$ cat src/rtl/pc_pkg.sv
// Shared definitions for the next-PC unit: reset PC default, FSM state codes, redirect-select codes.
package pc_pkg;

  localparam logic [31:0] PC_RESET_DEFAULT = 32'h0000_0000;

  localparam logic [0:0] ST_SEQ  = 1'b0;
  localparam logic [0:0] ST_SLOT = 1'b1;

  typedef enum logic [1:0] {
    SEL_NONE = 2'd0,
    SEL_BR   = 2'd1,
    SEL_J    = 2'd2,
    SEL_JR   = 2'd3
  } redirect_sel_t;

  // JumpReg outranks Jump, which outranks Branch.
  function automatic redirect_sel_t redirect_select(input logic jr, input logic j, input logic br);
    if (jr)      return SEL_JR;
    else if (j)  return SEL_J;
    else if (br) return SEL_BR;
    else         return SEL_NONE;
  endfunction

endpackage

$ cat src/rtl/branch_target_adder.sv
// Branch target adder: base + offset, modulo 2^32.
// Latency: combinational; no backpressure.
module branch_target_adder (
  input  logic [31:0] base,
  input  logic [31:0] offset,
  output logic [31:0] sum
);

  assign sum = base + offset;

endmodule

$ cat src/rtl/pc_next_unit.sv
// Fetch PC register with JumpReg > Jump > Branch redirects; DELAY_SLOT_EN adds one delay-slot fetch.
// Latency: target reaches PC one edge after acceptance (two with DELAY_SLOT_EN); Stall only holds sequential advance.
module pc_next_unit
  import pc_pkg::*;
#(
  parameter logic [31:0] RESET_PC = PC_RESET_DEFAULT
) (
  input  logic        Clk,
  input  logic        Reset,
  input  logic        Stall,
  input  logic        Branch,
  input  logic        Jump,
  input  logic        JumpReg,
  input  logic [31:0] BranchBasePC,
  input  logic [31:0] BranchOffsetShifted,
  input  logic [25:0] JumpIndex,
  input  logic [31:0] JumpRegAddr,
  output logic [31:0] PC,
  output logic [31:0] PCPlus4,
  output logic        Flush,
  output logic        RedirectPending,
  output logic        AlignErr
);

  logic [31:0]   pc_q;
  logic [0:0]    state_q;
  logic          flush_q;
  logic          align_err_q;
  redirect_sel_t sel;
  logic [31:0]   br_target;
  logic [31:0]   j_target;
  logic [31:0]   jr_target;
  logic [31:0]   redirect_target;
  logic [31:0]   pc_plus4;
  logic          accept;

  branch_target_adder u_br_adder (
    .base   (BranchBasePC),
    .offset (BranchOffsetShifted),
    .sum    (br_target)
  );

  assign j_target  = {BranchBasePC[31:28], JumpIndex, 2'b00};
  assign jr_target = {JumpRegAddr[31:2], 2'b00};
  assign sel       = redirect_select(JumpReg, Jump, Branch);
  assign pc_plus4  = pc_q + 32'd4;

  // Redirects are only taken in SEQ; a pending delay slot ignores new requests.
  assign accept = (state_q == ST_SEQ) && (sel != SEL_NONE);

  always_comb begin
    redirect_target = '0;
    case (sel)
      SEL_BR:  redirect_target = br_target;
      SEL_J:   redirect_target = j_target;
      SEL_JR:  redirect_target = jr_target;
      default: redirect_target = '0;
    endcase
  end

  always_ff @(posedge Clk) begin
    if (Reset) begin
      align_err_q <= 1'b0;
    end else if (accept && (sel == SEL_JR) && (JumpRegAddr[1:0] != 2'b00)) begin
      align_err_q <= 1'b1;
    end
  end

`ifdef DELAY_SLOT_EN
  logic [31:0] target_q;

  always_ff @(posedge Clk) begin
    if (Reset) begin
      pc_q     <= RESET_PC;
      state_q  <= ST_SEQ;
      flush_q  <= 1'b0;
      target_q <= '0;
    end else begin
      flush_q <= 1'b0;
      case (state_q)
        ST_SEQ: begin
          if (accept) begin
            target_q <= redirect_target;
            state_q  <= ST_SLOT;
          end
          if (!Stall) pc_q <= pc_plus4;
        end
        ST_SLOT: begin
          if (!Stall) begin
            pc_q    <= target_q;
            state_q <= ST_SEQ;
          end
        end
        default: state_q <= ST_SEQ;
      endcase
    end
  end

  assign RedirectPending = (state_q == ST_SLOT);
`else
  always_ff @(posedge Clk) begin
    if (Reset) begin
      pc_q    <= RESET_PC;
      state_q <= ST_SEQ;
      flush_q <= 1'b0;
    end else begin
      flush_q <= accept;
      if (accept)      pc_q <= redirect_target;
      else if (!Stall) pc_q <= pc_plus4;
    end
  end

  assign RedirectPending = 1'b0;
`endif

  assign PC       = pc_q;
  assign PCPlus4  = pc_plus4;
  assign Flush    = flush_q;
  assign AlignErr = align_err_q;

endmodule

$ cat config.mk
export PLATFORM = sky130hd
export DESIGN_NAME = pc_next_unit
export DESIGN_NICKNAME = d
export VERILOG_FILES = /design/src/rtl/pc_pkg.sv /design/src/rtl/branch_target_adder.sv /design/src/rtl/pc_next_unit.sv
export SDC_FILE = /design/constraint.sdc
export NUM_CORES = 1
export LEC_CHECK = 0
export BUFFER_PORTS_ARGS = -buffer_cell sky130_fd_sc_hd__buf_2
export CORE_AREA = 10 10 89 150
export DETAILED_ROUTE_END_ITERATION = 10
export DIE_AREA = 0 0 99 160
export PLACE_DENSITY = 0.77
export RECOVER_POWER = 100
export SLEW_MARGIN = 20
export SYNTH_ARGS = -nofsm -noshare
export SYNTH_HDL_FRONTEND = slang
export SYNTH_HIERARCHICAL = 1
export SYNTH_SLANG_ARGS = --single-unit
$ cat constraint.sdc
create_clock -name Clk -period 2.8 [get_ports Clk]
set_input_delay 0.42 -clock Clk [delete_from_list [all_inputs] [get_ports Clk]]
set_output_delay 0.42 -clock Clk [all_outputs]
set_load 0.01 [all_outputs]
==> results.tsv, run 1 <==
stage	metric	value	unit
detailed_routing	post-DR vias/cell	5.87	
synth	Post-synth top cells	nor2_1, nand2_1, a21oi_1, xnor2_1, dfxtp_1	
setup_path	Worst setup SP type	input port	
power	Power Total	2.26	mW
detailed_routing	WL final	19100	µm
floorplan	Core Region	0.0109	mm²
timing	Max Slew Vio Count	0	
global_routing	initial antenna violation count	5	
setup_path	critical path peak fanout	4	
clock_tree	Root Buffer	clkbuf_16	
synth	top cell type's share of synthesized area	14.3	%
global_routing	number of global-route vias before repair	6165	
floorplan	row count	51	
timing	RSZ-0062 raised after global routing	yes	
setup_path	r2r setup slk	680	ps
floorplan	Die Height	160	µm
clock_tree	Max clock buf depth	2	
timing	normalized max-slew margin	12.7	%
detailed_routing	DR pass1 iterations	4	
power	Max IR drop VDD	0.299	mV
timing	fmax	0.364	GHz
finish	register area	681	µm²
detailed_routing	DRC viols	0	
power	Leakage	3.01	nW
global_routing	met2 Resource Use GR	42.3	%
synth	Seq cells post-synth	34	
placement	dpl hpwl	16000	µm
global_routing	pin count of the biggest net entering global routing	37	
setup_path	Worst Path Arrival	2920	ps
timing	final hold viol count	0	
finish	P&R area growth vs syn	38.4	%
placement	DP Area	0.00629	mm²
synth	Net Count, Synth	812	
clock_tree	CTS clock-pin slew for the worst setup and hold paths	50	ps
detailed_routing	wire per inst	18.5	µm
timing	hold_ws	365	ps
setup_path	CP required	2970	ps
floorplan	Initial Util	43.7	%
timing	Final min period	2740	ps
placement	placed insts	1014	
timing	period utilisation layout	98.0	%
floorplan	Ports	195	
synth	Synth Flop Type	dfxtp_1	
synth	largest area contributor in the netlist	dfxtp_1	
finish	FILL cells	1061	
synth	Cells after Synth	651	
job	max-cap viol count	0	
synth	Synth warnings	6	
finish	Multi-input gate area	0.00391	mm²
clock_tree	CTS tree	built	
timing	setup violation total in the final timing report	0	
synth	Netlist Area Pre-Place	0.00477	mm²
detailed_routing	Antenna Violating Nets Remaining	0	
global_routing	GR Util met1	22.7	%
floorplan	Die X	99	µm
timing	worst slew pin tran	1310	ps
global_routing	Overall Global Routing Usage	22.7	%
clock_tree	H-tree Lvls	2	
setup_path	critical path class	input port to flip-flop	
global_routing	grt peak-use layer	met2	
power	Pwr Density	343	mW/mm²
detailed_routing	drt initial violations	265	
placement	Place WS	-295	ps
placement	GPL Wtd Cong	0.963	
timing	setup ws final	55.8	ps
finish	fraction of layout cells with a size suffix above 1	35.1	%
finish	Layout Cells excl Fill	1029	
synth	top post-synthesis cells by area	dfxtp_1, ha_1, xnor2_1, a21oi_1, nor2_1	
placement	IO buf count	193	
clock_tree	TritonCTS buffer count	5	
outcome	status	complete, no violations	
synth	Mapped Avg Cell Area	7.32	µm²
clock_tree	hold buffers post-CTS	0	
setup_path	CP Capture Type	flip-flop	
clock_tree	Clk Latency, worst-skew pair	290	ps
synth	synth unique cells	84	
synth	Post-synth ARST share	0	%
timing	clk_skew	3.47	ps
synth	EDFF count, synth	0	
global_routing	met3 Use GR	4.28	%
detailed_routing	vias	6041	
floorplan	Total Die Area	0.0158	mm²
finish	Layout Nets	1052	
clock_tree	clk sinks	34	
synth	most frequent cell after synthesis	nor2_1	
finish	final instance area	0.00660	mm²
worst_hold_path	Hold WC Path Type	input port to flip-flop	
synth	post-synthesis sequential area ratio	14.3	%
global_routing	GRT overflow	0	
global_routing	first-pass GRT wire length	30300	µm
[critical path, cell delays in order]
cell and delay (ps):
buf_6 80, ha_4 130, fa_2 190, a21o_1 200, a311oi_2 150, or4_4 550, a2111oi_4 390, or4_1 170
nand4_1 60, a22oi_1 160, o21ai_1 90, a221o_1 310
[stage by stage]
stage          utilization, %  setup TNS, ps
3_3_place_gp             57.7          -1880
5_1_grt                  60.5          -87.4
3_5_place_dp             57.7          -2590
6_report                 60.5              0
2_1_floorplan               -          -5.82
4_1_cts                  59.1              0
[cells by family (layout without fill, tap and decap cells)]
logic type	Yosys count	after routing	synth area share, %
XOR/XNOR	62	62	11.4
multiplexers	7	7	1.50
other	1	6	0.0786
adder cells (fa/ha/maj)	33	33	8.82
AND/OR/NAND/NOR	233	233	25.1
flip-flops	34	34	14.3
AO/OA/AOI/OAI	215	215	32.1
buffers and inverters	66	307	6.66
[where the power goes]
| part | switching, mW | internal, mW |
|---|---|---|
| Combinational | 0.584 | 0.530 |
| Sequential | 0.0564 | 0.523 |
| Clock | 0.216 | 0.353 |
| Total | 0.856 | 1.41 |
[timing repair]
action / 4_1_cts / 5_1_grt
buffers inserted: 1 / 1
endpoints found under the setup margin: 1 / 14
resized for setup: 0 / 29
pin swaps: 5 / 22
[placed cells by master (no fill, tap or decap), drive strengths merged, types with 8 or more instances in the layout]
cell type and n:
o21a 8, ha 32, nor4 13, clkbuf 20, xor2 23, nand4 21, dfxtp 34, o21ai 31
a22oi 23, nor2 60, buf 265, and3 10, a21o 16, a21oi 47, o22ai 14, inv 21
nand2 49, nor3 12, nand3 31, xnor2 39
[cell type report]
cell class | count | area share [%]
flip-flops and latches | 34 | 10.3
clock buffers | 7 | 2.16
well taps | 132 | 2.50
repair buffers | 278 | 24.3
inverters | 21 | 1.19
multi-input cells | 551 | 59.3
diodes | 5 | 0.190
clock inverters | 1 | 0.0758
[flip-flops by register name, summed over array words and instances (netlist names)]
register,count
Flush,1
AlignErr,1
PC,32
[metal layers]
layer | vias to the layer above | part of all wire, % | wire length [µm]
li1 | 2957 | - | -
met1 | 2772 | 36 | 6840
met2 | 259 | 53 | 10200
met3 | 53 | 6.4 | 1220
met4 | 0 | 4.3 | 830
met5 | - | 0 | 0
[final timing paths]
| check | cells past startpoint | end | start |
|---|---|---|---|
| worst max register to register | 6 | PC[25] | PC[12] |
| worst min register to register | 2 | AlignErr | AlignErr |
| worst min-delay path | 3 | PC[4] | JumpRegAddr[4] |
| worst max-delay path | 12 | PC[30] | BranchBasePC[0] |
(Power assumes the default switching activity.)
==> run 2, diff against run 1 <==
--- a/config.mk
+++ b/config.mk
@@ -6,13 +6,12 @@
 export NUM_CORES = 1
 export LEC_CHECK = 0
 export BUFFER_PORTS_ARGS = -buffer_cell sky130_fd_sc_hd__buf_2
-export CORE_AREA = 10 10 89 150
+export CORE_AREA = 10 10 85 143
 export DETAILED_ROUTE_END_ITERATION = 10
-export DIE_AREA = 0 0 99 160
-export PLACE_DENSITY = 0.77
+export DIE_AREA = 0 0 95 153
+export PLACE_DENSITY = 0.75
 export RECOVER_POWER = 100
 export SLEW_MARGIN = 20
 export SYNTH_ARGS = -nofsm -noshare
 export SYNTH_HDL_FRONTEND = slang
-export SYNTH_HIERARCHICAL = 1
 export SYNTH_SLANG_ARGS = --single-unit
==> results.tsv, run 2 <==
stage	metric	value	unit	change
outcome	status	complete, no violations		
floorplan	Die X	95	µm	-4.0%
global_routing	Overall Global Routing Usage	22.0	%	-0.70 points
clock_tree	Max clock buf depth	2		unchanged
global_routing	GRT overflow	0		unchanged
floorplan	row count	48		-5.9%
synth	Net Count, Synth	714		-12%
placement	dpl hpwl	14200	µm	-11%
synth	Synth warnings	0		-6
finish	number of flip-flops in the largest register	32		unchanged
detailed_routing	DR pass1 iterations	5		+1
finish	most common cell after layout, fill and taps aside	buf_2		
clock_tree	CTS tree	built		
setup_path	worst r2r path cells	9		+3
setup_path	Worst Path Arrival	2910	ps	about the same
timing	fmax	0.369	GHz	+1.3%
finish	final instance area	0.00570	mm²	-14%
setup_path	critical path capture point	PC[30]		
finish	FILL cells	958		-9.7%
finish	fraction of layout cells with a size suffix above 1	30.8	%	-4.3 points
synth	Post-synth ARST share	0	%	unchanged
timing	Max Slew Vio Count	0		unchanged
detailed_routing	WL final	17100	µm	-11%
detailed_routing	drt initial violations	350		+32%
synth	largest family of logic cells by synthesized area	compound AO/OA/AOI/OAI gates		
setup_path	crit path cell chain	buf_2, ha_1, o211ai_1, nor4_2, o211ai_1, and2_4, a311o_2, o21ai_2, o31a_1, mux2_4, a221oi_2		
synth	mux contribution to synthesized area	0.641	%	-0.85 points
synth	Post-synth top cells	a21oi_1, nand2_1, nor2_1, xnor2_1, dfxtp_1		
clock_tree	TritonCTS buffer count	5		unchanged
setup_path	critical path peak fanout	3		-1
finish	P&R area growth vs syn	39.0	%	
setup_path	CP max stage delay	400	ps	-150 ps
power	Power Total	2.08	mW	-8.1%
power	Max IR drop VDD	0.339	mV	+13%
setup_path	Critical Path Start	BranchOffsetShifted[20]		
detailed_routing	vias	5141		-15%
setup_path	CP Capture Type	flip-flop		
clock_tree	Clk Latency, worst-skew pair	280	ps	about the same
timing	period utilisation layout	96.7	%	-1.3 points
detailed_routing	DRC viols	0		unchanged
setup_path	Crit path top cell by count	o211ai_1		
timing	worst slew pin tran	1020	ps	-289 ps
floorplan	Die Height	153	µm	-4.4%
synth	complex-gate fraction of the synthesized area	30.4	%	-1.7 points
floorplan	Ports	195		unchanged
synth	Seq cells post-synth	34		unchanged
global_routing	pin count of the biggest net entering global routing	34		-8.1%
global_routing	first-pass GRT wire length	26000	µm	-14%
job	max-cap viol count	0		unchanged
timing	normalized max-slew margin	31.9	%	+19 points
setup_path	critical path class	input port to flip-flop		
timing	setup violation total in the final timing report	0		unchanged
synth	post-synthesis xor/xnor area fraction	16.2	%	+4.8 points
power	Leakage	2.59	nW	-14%
global_routing	initial antenna violation count	3		-2
placement	DP Area	0.00554	mm²	-12%
floorplan	Core Region	0.00973	mm²	-11%
placement	GPL Wtd Cong	0.952		-1.1%
clock_tree	clk sinks	34		unchanged
clock_tree	CTS clock-pin slew for the worst setup and hold paths	50	ps	about the same
worst_hold_path	Hold WC Path Type	input port to flip-flop		
synth	Cells after Synth	553		-15%
floorplan	Total Die Area	0.0145	mm²	-8.2%
timing	hold_ws	401	ps	+36.4 ps
synth	synth unique cells	67		-20%
timing	setup TNS	0	ps	unchanged
setup_path	r2r startpoint	PC[2]		
clock_tree	hold buffers post-CTS	0		unchanged
synth	Mapped Avg Cell Area	7.41	µm²	+1.2%
synth	post-synthesis sequential area ratio	16.6	%	+2.3 points
timing	final hold viol count	0		unchanged
clock_tree	Root Buffer	clkbuf_16		
power	Pwr Density	365	mW/mm²	+6.4%
synth	top post-synthesis cells by area	dfxtp_1, ha_1, xnor2_1, xor2_1, a21oi_1		
finish	post-layout util	58.6	%	-1.9 points
setup_path	slowest cell on the critical path	a311o_2		
detailed_routing	Antenna Violating Nets Remaining	0		unchanged
finish	Layout Nets	948		-9.9%
global_routing	number of global-route vias before repair	5389		-13%
timing	clk_skew	8.22	ps	+4.75 ps
synth	most frequent cell after synthesis	a21oi_1		
synth	Synth Area in Adders	10.3	%	+1.4 points
synth	Synth Flop Type	dfxtp_1		
setup_path	terminus of the critical flop-to-flop path	PC[27]		
synth	largest area contributor in the netlist	dfxtp_1		
timing	Final min period	2710	ps	-36.0 ps
synth	EDFF count, synth	0		unchanged
finish	most frequent cells in the layout	buf_2, clkbuf_1, nand2_1, nor2_1, a21oi_1		
setup_path	CP required	3000	ps	+30 ps
timing	RSZ-0062 raised after global routing	no		
worst_hold_path	HP Start	JumpRegAddr[19]		
placement	IO buf count	193		unchanged
detailed_routing	post-DR vias/cell	5.63		-4.1%
synth	Netlist Area Pre-Place	0.00410	mm²	-14%
synth	top cell type's share of synthesized area	16.6	%	+2.3 points
setup_path	Worst setup SP type	input port		
setup_path	r2r setup slk	390	ps	-290 ps
synth	simple-gate share of the synthesized area	21.0	%	-4.1 points
detailed_routing	wire per inst	18.7	µm	+0.86%
floorplan	Initial Util	42.1	%	-1.6 points
clock_tree	H-tree Lvls	2		unchanged
[run 2: cell types whose count changed after synthesis, moves of 8 or more]
cell and delta:
a221oi_1 +10, a22oi_1 -22, clkbuf_1 -8, nand3_1 -17, nand4_1 -16, nor3_1 +8, nor4_1 -12, xor2_1 +8
[run 2: cells by family (layout without fill, tap and decap cells)]
group / Yosys count / in the layout
and+or+nand+nor: 181 / 181
AOI/OAI and AO/OA: 179 / 179
xor gates and xnor gates: 76 / 76
buffers and inverters: 47 / 280
DFF: 34 / 34
adders and majority gates: 33 / 33
muxes: 2 / 2
other: 1 / 3
[run 2: layer usage]
layer,global-route usage [%],share of wire (%),vias up
li1,-,-,2496
met1,22.1,36,2379
met2,40.0,53,217
met3,5.10,6.8,49
met4,11.3,4.1,0
met5,0,0,-
[run 2: worst min path at each step]
stage | end | slack [ps] | depth (start not counted)
final | PC[19] | 400 | 3
after global routing | PC[14] | 410 | 3
after floorplan | AlignErr | 470 | 2
after global placement | AlignErr | 430 | 2
after CTS | PC[19] | 390 | 3
after detailed placement | AlignErr | 440 | 2
[run 2: through the flow]
stage,setup slack [ps],std cells
floorplan,39.8,553
global placement,-197,899
detailed placement,-234,899
CTS,11.3,905
global route,0.00688,913
finish,91.8,913
[run 2: cell type report]
type	instances	area, µm²	area share [%]
multi-input combinational	472	3310	58.1
sequential	34	687	12.1
timing repair buffer	255	1330	23.3
antenna	2	5.00	0.0878
inverter	19	71.3	1.25
clock buffer	6	139	2.44
tap	125	156	2.74
[run 2: worst max-delay path, delay by kind of cell]
family                     cells  cell delay, ps
AOI/OAI and AO/OA              6            1310
and+or+nand+nor                2             420
muxes                          1             310
buffers and inverters          1             110
adders and majority gates      1             340
[run 2: where the power goes]
group | switching [mW] | internal, mW | leakage [nW] | total (mW)
Clock | 0.203 | 0.344 | 0.0688 | 0.546
Sequential | 0.0557 | 0.527 | 0.284 | 0.582
Combinational | 0.510 | 0.440 | 2.24 | 0.951
Total | 0.769 | 1.31 | 2.59 | 2.08
[run 2: what timing repair did]
action	in CTS	in global routing
gates resized for setup	2	18
endpoints found under the hold margin	0	0
pin swaps	0	12
buffers inserted	0	6
setup endpoints to repair	6	14
gates cloned	0	0
==> run 3, diff against run 2 <==
--- a/config.mk
+++ b/config.mk
@@ -9,7 +9,7 @@
 export CORE_AREA = 10 10 85 143
 export DETAILED_ROUTE_END_ITERATION = 10
 export DIE_AREA = 0 0 95 153
-export PLACE_DENSITY = 0.75
+export PLACE_DENSITY = 0.77
 export RECOVER_POWER = 100
 export SLEW_MARGIN = 20
 export SYNTH_ARGS = -nofsm -noshare
==> results.tsv, run 3 (same netlist as run 2, synthesis figures left out) <==
stage	metric	value	unit	change
global_routing	met2 Resource Use GR	39.9	%	-0.099 points
finish	Layout Nets	944		-0.42%
timing	worst slew pin tran	1060	ps	+41.5 ps
timing	normalized max-slew margin	29.2	%	-2.8 points
setup_path	CP max stage delay	480	ps	+80 ps
setup_path	critical path peak fanout	7		+4
finish	Multi-input gate area	0.00329	mm²	-0.60%
detailed_routing	WL final	16900	µm	-1.2%
global_routing	GRT overflow	0		unchanged
clock_tree	CTS tree	built		
timing	Final min period	2690	ps	-16.6 ps
global_routing	Overall Global Routing Usage	21.9	%	-0.13 points
power	Leakage	2.61	nW	+0.76%
global_routing	grt peak-use layer	met2		
floorplan	row count	48		unchanged
clock_tree	Max clock buf depth	2		unchanged
detailed_routing	DR pass1 iterations	5		unchanged
detailed_routing	drt initial violations	233		-33%
timing	fmax	0.372	GHz	+0.62%
setup_path	Worst setup SP type	flip-flop		
detailed_routing	Antenna Violating Nets Remaining	0		unchanged
global_routing	GR Util met1	22.7	%	+0.66 points
global_routing	first-pass GRT wire length	25800	µm	-0.53%
setup_path	Worst Path Arrival	2270	ps	-640 ps
clock_tree	TritonCTS buffer count	5		unchanged
clock_tree	clk sinks	34		unchanged
floorplan	Total Die Area	0.0145	mm²	unchanged
finish	number of flip-flops in the largest register	32		unchanged
global_routing	number of global-route vias before repair	5257		-2.4%
floorplan	Initial Util	42.1	%	unchanged
detailed_routing	wire per inst	18.5	µm	-0.87%
detailed_routing	DRC viols	0		unchanged
setup_path	CP Capture Type	output port		
power	Power Total	2.06	mW	-0.95%
finish	P&R area growth vs syn	38.1	%	
worst_hold_path	Hold WC Path Type	input port to flip-flop		
finish	most common cell after layout, fill and taps aside	buf_2		
timing	clk_skew	3.74	ps	-4.47 ps
detailed_routing	vias	5134		-0.14%
global_routing	pin count of the biggest net entering global routing	34		unchanged
global_routing	initial antenna violation count	3		unchanged
finish	post-layout util	58.2	%	-0.39 points
power	Max IR drop VDD	0.299	mV	-12%
setup_path	CP required	2380	ps	-620 ps
setup_path	slowest cell on the critical path	or3_4		
power	Pwr Density	364	mW/mm²	-0.29%
placement	dpl hpwl	14100	µm	-0.96%
clock_tree	CTS clock-pin slew for the worst setup and hold paths	50	ps	about the same
outcome	status	complete, no violations		
job	max-cap viol count	0		unchanged
timing	setup violation total in the final timing report	0		unchanged
finish	FILL cells	987		+3.0%
placement	GPL Wtd Cong	0.960		+0.80%
clock_tree	H-tree Lvls	2		unchanged
timing	period utilisation layout	96.1	%	-0.59 points
floorplan	Die X	95	µm	unchanged
global_routing	met3 Use GR	4.12	%	-0.98 points
timing	final hold viol count	0		unchanged
detailed_routing	post-DR vias/cell	5.64		+0.19%
setup_path	critical path class	flip-flop to output port		
placement	IO buf count	193		unchanged
timing	RSZ-0062 raised after global routing	no		
timing	Max Slew Vio Count	0		unchanged
clock_tree	Clk Latency, worst-skew pair	280	ps	about the same
floorplan	Die Height	153	µm	unchanged
floorplan	Core Region	0.00973	mm²	unchanged
setup_path	crit path cell chain	and2_1, nand4_1, or3_4, nor2_4, nand2_2, nor2_1, xor2_1, buf_2		
finish	most frequent cells in the layout	buf_2, a21oi_1, nand2_1, nor2_1, clkbuf_1		
floorplan	Ports	195		unchanged
clock_tree	Root Buffer	clkbuf_16		
finish	register area	684	µm²	-0.36%
finish	fraction of layout cells with a size suffix above 1	31.7	%	+0.88 points
run 3: cell count changes in the layout (fill, tap and decap cells not counted), sizes merged:
cell / before / now
clkbuf: 74 / 55
buf: 187 / 203
run 3: path summary, 6_finish.rpt:
kind	cells past startpoint	slack [ps]	end	start
worst max-delay path	8	110	PCPlus4[27]	PC[7]
worst max register to register	9	330	PC[26]	PC[2]
worst min register to register	2	450	AlignErr	AlignErr
worst min-delay path	3	400	PC[6]	JumpRegAddr[6]
run 3: layer usage:
layer  up-vias  wire (µm)
li1       2490          -
met3        47       1260
met4         2        640
met5         -         13
met1      2382       6110
met2       213       8860
run 3: through the flow:
stage	instances	hold slack (ps)	worst slack, ps	setup TNS (ps)	cell area [µm²]
6_report	910	398	108	0	5660
4_1_cts	904	394	20.3	0	5660
2_1_floorplan	553	470	39.8	0	4110
3_3_place_gp	897	430	-193	-323	5520
5_1_grt	910	430	4.84	0	5660
3_5_place_dp	897	449	-250	-661	5520
run 3: power by group:
group	switching, mW	leakage [nW]	internal [mW]
combinational	0.505	2.27	0.440
clock	0.207	0.0640	0.325
sequential	0.0563	0.283	0.526
run 3: final cells by class:
type	count	share of cell area, %
multi-input combinational	472	58.1
timing repair buffer	251	23.3
sequential	34	12.1
tap	125	2.76
clock buffer	7	2.34
inverter	19	1.26
antenna	2	0.0884
run 3: worst max-delay path: cells and delay by family, from the launching register on:
kind                      cells  cell delay (ps)
DFF                           1              440
buffers and inverters         1              140
xor gates and xnor gates      1              140
and+or+nand+nor               6             1260
run 3: timing repair:
item / in CTS / in global routing
resized for setup: 3 / 18
pin swaps: 0 / 8
gates cloned: 0 / 0
hold buffers: 0 / 0
setup endpoints to repair: 6 / 13
setup buffers: 0 / 4
